`config.mk`:
```
export PLATFORM = sky130hd
export DESIGN_NAME = orient_hist
export DESIGN_NICKNAME = d
export VERILOG_FILES = /design/src/rtl/orient_hist.sv
export SDC_FILE = /design/constraint.sdc
export NUM_CORES = 2
export LEC_CHECK = 0
export BUFFER_PORTS_ARGS = -buffer_cell sky130_fd_sc_hd__buf_2
export CAP_MARGIN = 40
export CORE_UTILIZATION = 55
export CTS_CLUSTER_SIZE = 24
export DETAILED_ROUTE_END_ITERATION = 16
export PLACE_DENSITY = 0.73
export SYNTH_ARGS = -nofsm -noshare
export SYNTH_HDL_FRONTEND = slang
export SYNTH_SLANG_ARGS = --single-unit
```
`constraint.sdc`:
```
create_clock -name clk -period 42 [get_ports clk]
set_input_delay 4.2 -clock clk [delete_from_list [all_inputs] [get_ports clk]]
set_output_delay 4.2 -clock clk [all_outputs]
set_load 0.02 [all_outputs]
```
`src/rtl/orient_hist.sv`:
```
// Keypoint orientation-histogram accumulator: bins (magnitude, angle) samples per window,
// then scans the bins and reports the dominant orientation and its weight.
module orient_hist #(
  parameter int DW    = 16,
  parameter int NORM  = 20,
  parameter int ACC_W = 24,
  parameter int NBINS = 36
) (
  input  logic             clk,
  input  logic             rst,
  input  logic [DW-1:0]    in_mag,
  input  logic [NORM-1:0]  in_ang,
  input  logic             in_valid,
  input  logic             in_last,
  output logic             in_ready,
  output logic [5:0]       out_bin,
  output logic [ACC_W-1:0] out_peak,
  output logic             out_valid,
  output logic             err_drop
);

  localparam logic [1:0] S_ACCUM = 2'd0;
  localparam logic [1:0] S_FLUSH = 2'd1;
  localparam logic [1:0] S_SCAN  = 2'd2;
  localparam logic [1:0] S_DONE  = 2'd3;

  localparam logic [NORM+5:0] NBINS_K  = (NORM+6)'(NBINS);
  localparam logic [5:0]      LAST_BIN = 6'(NBINS-1);
  localparam logic [5:0]      FLUSH_END = 6'd1;

  // Saturating accumulate; the extra carry bit detects overflow.
  function automatic logic [ACC_W-1:0] sat_add(input logic [ACC_W-1:0] acc,
                                               input logic [DW-1:0]    mag);
    logic [ACC_W:0] sum;
    sum = {1'b0, acc} + {{(ACC_W+1-DW){1'b0}}, mag};
    if (sum[ACC_W]) begin
      sat_add = {ACC_W{1'b1}};
    end else begin
      sat_add = sum[ACC_W-1:0];
    end
  endfunction

  logic [1:0]       state_q, state_d;
  logic [5:0]       cnt_q, cnt_d;
  logic             in_ready_q;
  logic             out_valid_q;
  logic             err_drop_q;
  logic [5:0]       out_bin_q, out_bin_d;
  logic [ACC_W-1:0] out_peak_q, out_peak_d;
  logic [5:0]       max_bin_q, max_bin_d;
  logic [ACC_W-1:0] max_val_q, max_val_d;

  logic             s1_valid_q;
  logic [5:0]       s1_bin_q;
  logic [DW-1:0]    s1_mag_q;

  logic [ACC_W-1:0] hist_q [NBINS];

  logic             accept_s;
  logic [NORM+5:0]  prod_s;
  logic [5:0]       bin_s;
  logic [ACC_W-1:0] scan_val_s;
  logic             scan_gt_s;

  assign accept_s   = in_valid & in_ready_q;
  assign prod_s     = {6'd0, in_ang} * NBINS_K;
  assign bin_s      = prod_s[NORM+5:NORM];
  assign scan_val_s = hist_q[cnt_q];
  assign scan_gt_s  = scan_val_s > max_val_q;

  assign in_ready  = in_ready_q;
  assign out_valid = out_valid_q;
  assign out_bin   = out_bin_q;
  assign out_peak  = out_peak_q;
  assign err_drop  = err_drop_q;

  always_comb begin
    state_d = state_q;
    cnt_d   = cnt_q;
    case (state_q)
      S_ACCUM: begin
        if (accept_s && in_last) begin
          state_d = S_FLUSH;
          cnt_d   = 6'd0;
        end else begin
          state_d = S_ACCUM;
        end
      end
      S_FLUSH: begin
        if (cnt_q == FLUSH_END) begin
          state_d = S_SCAN;
          cnt_d   = 6'd0;
        end else begin
          cnt_d = cnt_q + 6'd1;
        end
      end
      S_SCAN: begin
        if (cnt_q == LAST_BIN) begin
          state_d = S_DONE;
          cnt_d   = 6'd0;
        end else begin
          cnt_d = cnt_q + 6'd1;
        end
      end
      S_DONE: begin
        state_d = S_ACCUM;
        cnt_d   = 6'd0;
      end
      default: begin
        state_d = S_ACCUM;
        cnt_d   = 6'd0;
      end
    endcase
  end

  // Running maximum; strictly-greater keeps the lowest index on ties.
  always_comb begin
    max_val_d  = max_val_q;
    max_bin_d  = max_bin_q;
    out_bin_d  = out_bin_q;
    out_peak_d = out_peak_q;
    if (state_q == S_FLUSH) begin
      max_val_d = {ACC_W{1'b0}};
      max_bin_d = 6'd0;
    end else if (state_q == S_SCAN) begin
      if (scan_gt_s) begin
        max_val_d = scan_val_s;
        max_bin_d = cnt_q;
      end else begin
        max_val_d = max_val_q;
        max_bin_d = max_bin_q;
      end
      if (cnt_q == LAST_BIN) begin
        out_bin_d  = max_bin_d;
        out_peak_d = max_val_d;
      end else begin
        out_bin_d  = out_bin_q;
        out_peak_d = out_peak_q;
      end
    end else begin
      max_val_d = max_val_q;
      max_bin_d = max_bin_q;
    end
  end

  always_ff @(posedge clk or posedge rst) begin
    if (rst) begin
      state_q     <= S_ACCUM;
      cnt_q       <= 6'd0;
      in_ready_q  <= 1'b0;
      out_valid_q <= 1'b0;
      err_drop_q  <= 1'b0;
      out_bin_q   <= 6'd0;
      out_peak_q  <= {ACC_W{1'b0}};
      max_bin_q   <= 6'd0;
      max_val_q   <= {ACC_W{1'b0}};
    end else begin
      state_q     <= state_d;
      cnt_q       <= cnt_d;
      in_ready_q  <= (state_d == S_ACCUM);
      out_valid_q <= (state_d == S_DONE);
      err_drop_q  <= err_drop_q | (in_valid & ~in_ready_q);
      out_bin_q   <= out_bin_d;
      out_peak_q  <= out_peak_d;
      max_bin_q   <= max_bin_d;
      max_val_q   <= max_val_d;
    end
  end

  always_ff @(posedge clk or posedge rst) begin
    if (rst) begin
      s1_valid_q <= 1'b0;
      s1_bin_q   <= 6'd0;
      s1_mag_q   <= {DW{1'b0}};
    end else begin
      s1_valid_q <= accept_s;
      s1_bin_q   <= bin_s;
      s1_mag_q   <= in_mag;
    end
  end

  // One read-modify-write per cycle, so back-to-back hits on a bin see the prior update.
  always_ff @(posedge clk or posedge rst) begin
    if (rst) begin
      for (int i = 0; i < NBINS; i++) begin
        hist_q[i] <= {ACC_W{1'b0}};
      end
    end else begin
      for (int i = 0; i < NBINS; i++) begin
        if (state_q == S_DONE) begin
          hist_q[i] <= {ACC_W{1'b0}};
        end else if (s1_valid_q && (s1_bin_q == 6'(i))) begin
          hist_q[i] <= sat_add(hist_q[i], s1_mag_q);
        end else begin
          hist_q[i] <= hist_q[i];
        end
      end
    end
  end

endmodule

```
==> flow_summary.json <==
{
  "cts_made_buffers": 114,
  "htreeDepth": 3,
  "synth_top_flop_cell": "dfrtp_1",
  "die_w_um": 374,
  "clock-skew-final_ns": 0.0285,
  "dpl.hpwl_um": 200000,
  "timing.critical_path.from_type": "flip-flop",
  "synth_top_area_share_pct": 31.4,
  "synth_area_per_cell_um2": 8.84,
  "switching_share_pct": 25.8,
  "fp.coreArea_um2": 137000,
  "dr_total_vias": 71917,
  "post_cts_buffers": 0,
  "synth_edf_count": 0,
  "grt_use_total_pct": 38.6,
  "syn_nets": 9345,
  "num_io_pins": 73,
  "die_area_um2": 140000,
  "hold_viol": 0,
  "layout_commonest_cell": "nand2_1",
  "cts.sinks": 958,
  "power_frac_comb_pct": 8.1,
  "cts_resized": 0,
  "clock.fmax_ghz": 0.141,
  "synth_area_leader_cell": "dfrtp_1",
  "setup_viol": 0,
  "grt_pass1_wl_um": 416000,
  "arrival_ns": 7.72,
  "clk-insertion-delay-late_ns": 0.77,
  "final.setup.worst_slack_ns": 34.91,
  "wl_um": 273000,
  "status": "complete, no violations",
  "crit_path_end_kind": "flip-flop",
  "fin_setup_tns_ns": 0,
  "power_frac_seq_pct": 42.7,
  "pre_cts_slack_ns": 34.14,
  "row_count": 136,
  "final_cells": 10587,
  "slew_viol_final": 0,
  "p_int_mw": 1.62,
  "power_mw": 2.18,
  "syn_area_um2": 76300,
  "yosys_warnings": 0,
  "min_path_type": "flip-flop to flip-flop",
  "via_per_inst": 6.79,
  "ys_ff_latch": 958,
  "routedWlPerCell_um": 25.8,
  "hold_buffers": 0,
  "fillers": 11687,
  "cts_root_buf": "clkbuf_16",
  "grt_pass1_vias": 67792,
  "required_ns": 42.63,
  "portBuffers": 72,
  "period_minus_slack_ns": 7.09,
  "final_cell_mix": "1350 x nand2_1, 938 x dfrtp_1, 888 x o21ai_0, 639 x ha_1, 555 x a21oi_1",
  "power.density_nw_per_um2": 26.1,
  "clock_path_buffers": 3,
  "leakage_nw": 39.8,
  "pwr-share-clk_pct": 49.2,
  "area_growth_pct": 9.47,
  "grt_overflow": 0,
  "slew_headroom_pct": 7.03,
  "antenna_found_initial": 23,
  "ir_worst_vdd_uv": 31.2,
  "dr.pass1.iters": 8,
  "synthTopCellsByArea": "dfrtp_1 31%, ha_1 10%, mux4_2 7.8%",
  "start_util_pct": 55.5,
  "worst_pin_slew_ns": 1.39,
  "p_sw_uw": 563,
  "timing.max_cap.violations": 0,
  "synthArstFlopShare_pct": 100,
  "syn_inst": 8629,
  "fin_crit_sh_pct": 16.9,
  "tritoncts": "built",
  "dieHeight_um": 374,
  "antenna_left": 0,
  "clk_pin_slew_worst_paths_ns": 0.06,
  "drt_iter0_markers": 8774,
  "dp_cells": 10365,
  "ys_seq_area_share_pct": 31.4,
  "final_util_pct": 60.8,
  "grt_max_degree": 162,
  "ys_types": 101,
  "drive_gt1_share_pct": 9.74,
  "fin_nets": 9403,
  "rsz0062_at_grt": "no",
  "place.gp.congestion": 1.03,
  "drc": 0,
  "critPathMaxFanout": 113,
  "timing_worst_setup_path_type": "flip-flop to flip-flop"
}
[power groups by stage]
| stage | combinational, mW | clock (mW) | sequential [mW] |
|---|---|---|---|
| final | 0.177 | 1.08 | 0.932 |
| after global routing | 0.191 | 1.12 | 0.931 |
| after CTS | 0.173 | 1.08 | 0.931 |
| after detailed placement | 0.173 | 0 | 0.948 |
| after global placement | 0.163 | 0 | 0.949 |
| after floorplan | 0.104 | 0 | 0.951 |
[critical path: stages, from the launching register on]
cell and delay, ns:
dfrtp_4 0.88, buf_12 0.57, buf_4 0.51, buf_16 0.28, mux4_2 0.64, mux4_2 0.49, mux2i_1 0.45, o21ai_0 0.29
ha_1 0.36, nand4_1 0.12, o21ai_0 0.24, a211oi_1 0.14, a311oi_4 0.62, buf_4 0.53, mux2i_1 0.25, o21ai_0 0.10
[cell type report]
type	instances	area, um2	area share, %
well taps	1794	2240	2.69
repair buffers	260	2110	2.53
clock inverters	47	653	0.782
flip-flops and latches	958	24000	28.7
inverters	292	1110	1.32
clock buffers	168	3350	4.01
diodes	7	17.5	0.0210
multi-input cells	7061	50100	59.9
[cells in the mapped netlist (all sizes together) (99+ instances only)]
cell type and count:
nand2 1350, dfrtp 958, o21ai 921, ha 640
a21oi 567, nor2 497, inv 292, xnor2 287
a21o 278, mux4 264, clkbuf 247, nand3 202
xor2 163, nor3 154, o21a 130, a31oi 114
nor2b 109, and3 99
[per-stage QoR]
| step | hold slack, ns | instance area (um2) |
|---|---|---|
| floorplan | 0.460 | 76300 |
| global placement | 0.434 | 78800 |
| global route | 0.478 | 83500 |
| CTS | 0.458 | 83500 |
| detailed placement | 0.445 | 79500 |
| finish | 0.456 | 83500 |
[cell families (layout without fill, tap and decap cells)]
kind of cell / Yosys count / in the layout / share of synthesized area [%]
AOI/OAI and AO/OA: 2771 / 2771 / 23.3
xor gates and xnor gates: 450 / 450 / 5.16
adders and majority gates: 676 / 676 / 11.4
buffers and inverters: 610 / 767 / 3.13
DFF: 958 / 958 / 31.4
muxes: 337 / 337 / 8.75
other: 0 / 7 / 0
and+or+nand+nor: 2827 / 2827 / 16.8
[layer usage]
layer / up-vias / GRT usage (%) / routed length, um
li1: 32101 / - / -
met1: 34983 / 54.7 / 111000
met2: 4043 / 54.7 / 112000
met3: 772 / 10.2 / 35200
met4: 18 / 18.0 / 14500
met5: - / 0 / 129
[registers in the layout, indices dropped and copies added, names as in the netlist]
| name | count |
|---|---|
| state_q | 2 |
| s1_bin_q | 6 |
| max_val_q | 24 |
| s1_mag_q | 16 |
| in_ready | 1 |
| max_bin_q | 6 |
| out_bin | 6 |
| s1_valid_q | 1 |
| hist_q | 864 |
| err_drop | 1 |
| out_peak | 24 |
| cnt_q | 6 |
| out_valid | 1 |
[path summary, 6_finish.rpt]
| kind | start | endpoint | slack, ns | cells after the start |
|---|---|---|---|---|
| hold reg to reg | err_drop$_DFF_PP0_ | err_drop$_DFF_PP0_ | 0.46 | 1 |
| max in group asynchronous | rst | s1_mag_q[10]$_DFF_PP0_ | 35.04 | 7 |
| setup reg to reg | cnt_q[0]$_DFFE_PP0P_ | out_peak[14]$_DFFE_PP0P_ | 34.91 | 15 |
| setup / recovery | cnt_q[0]$_DFFE_PP0P_ | out_peak[14]$_DFFE_PP0P_ | 34.91 | 15 |
| min in group asynchronous | rst | hist_q[7]$_DFFE_PP0P_ | 3.57 | 2 |
| hold / removal | err_drop$_DFF_PP0_ | err_drop$_DFF_PP0_ | 0.46 | 1 |
Power figures use the tool's default switching activity.
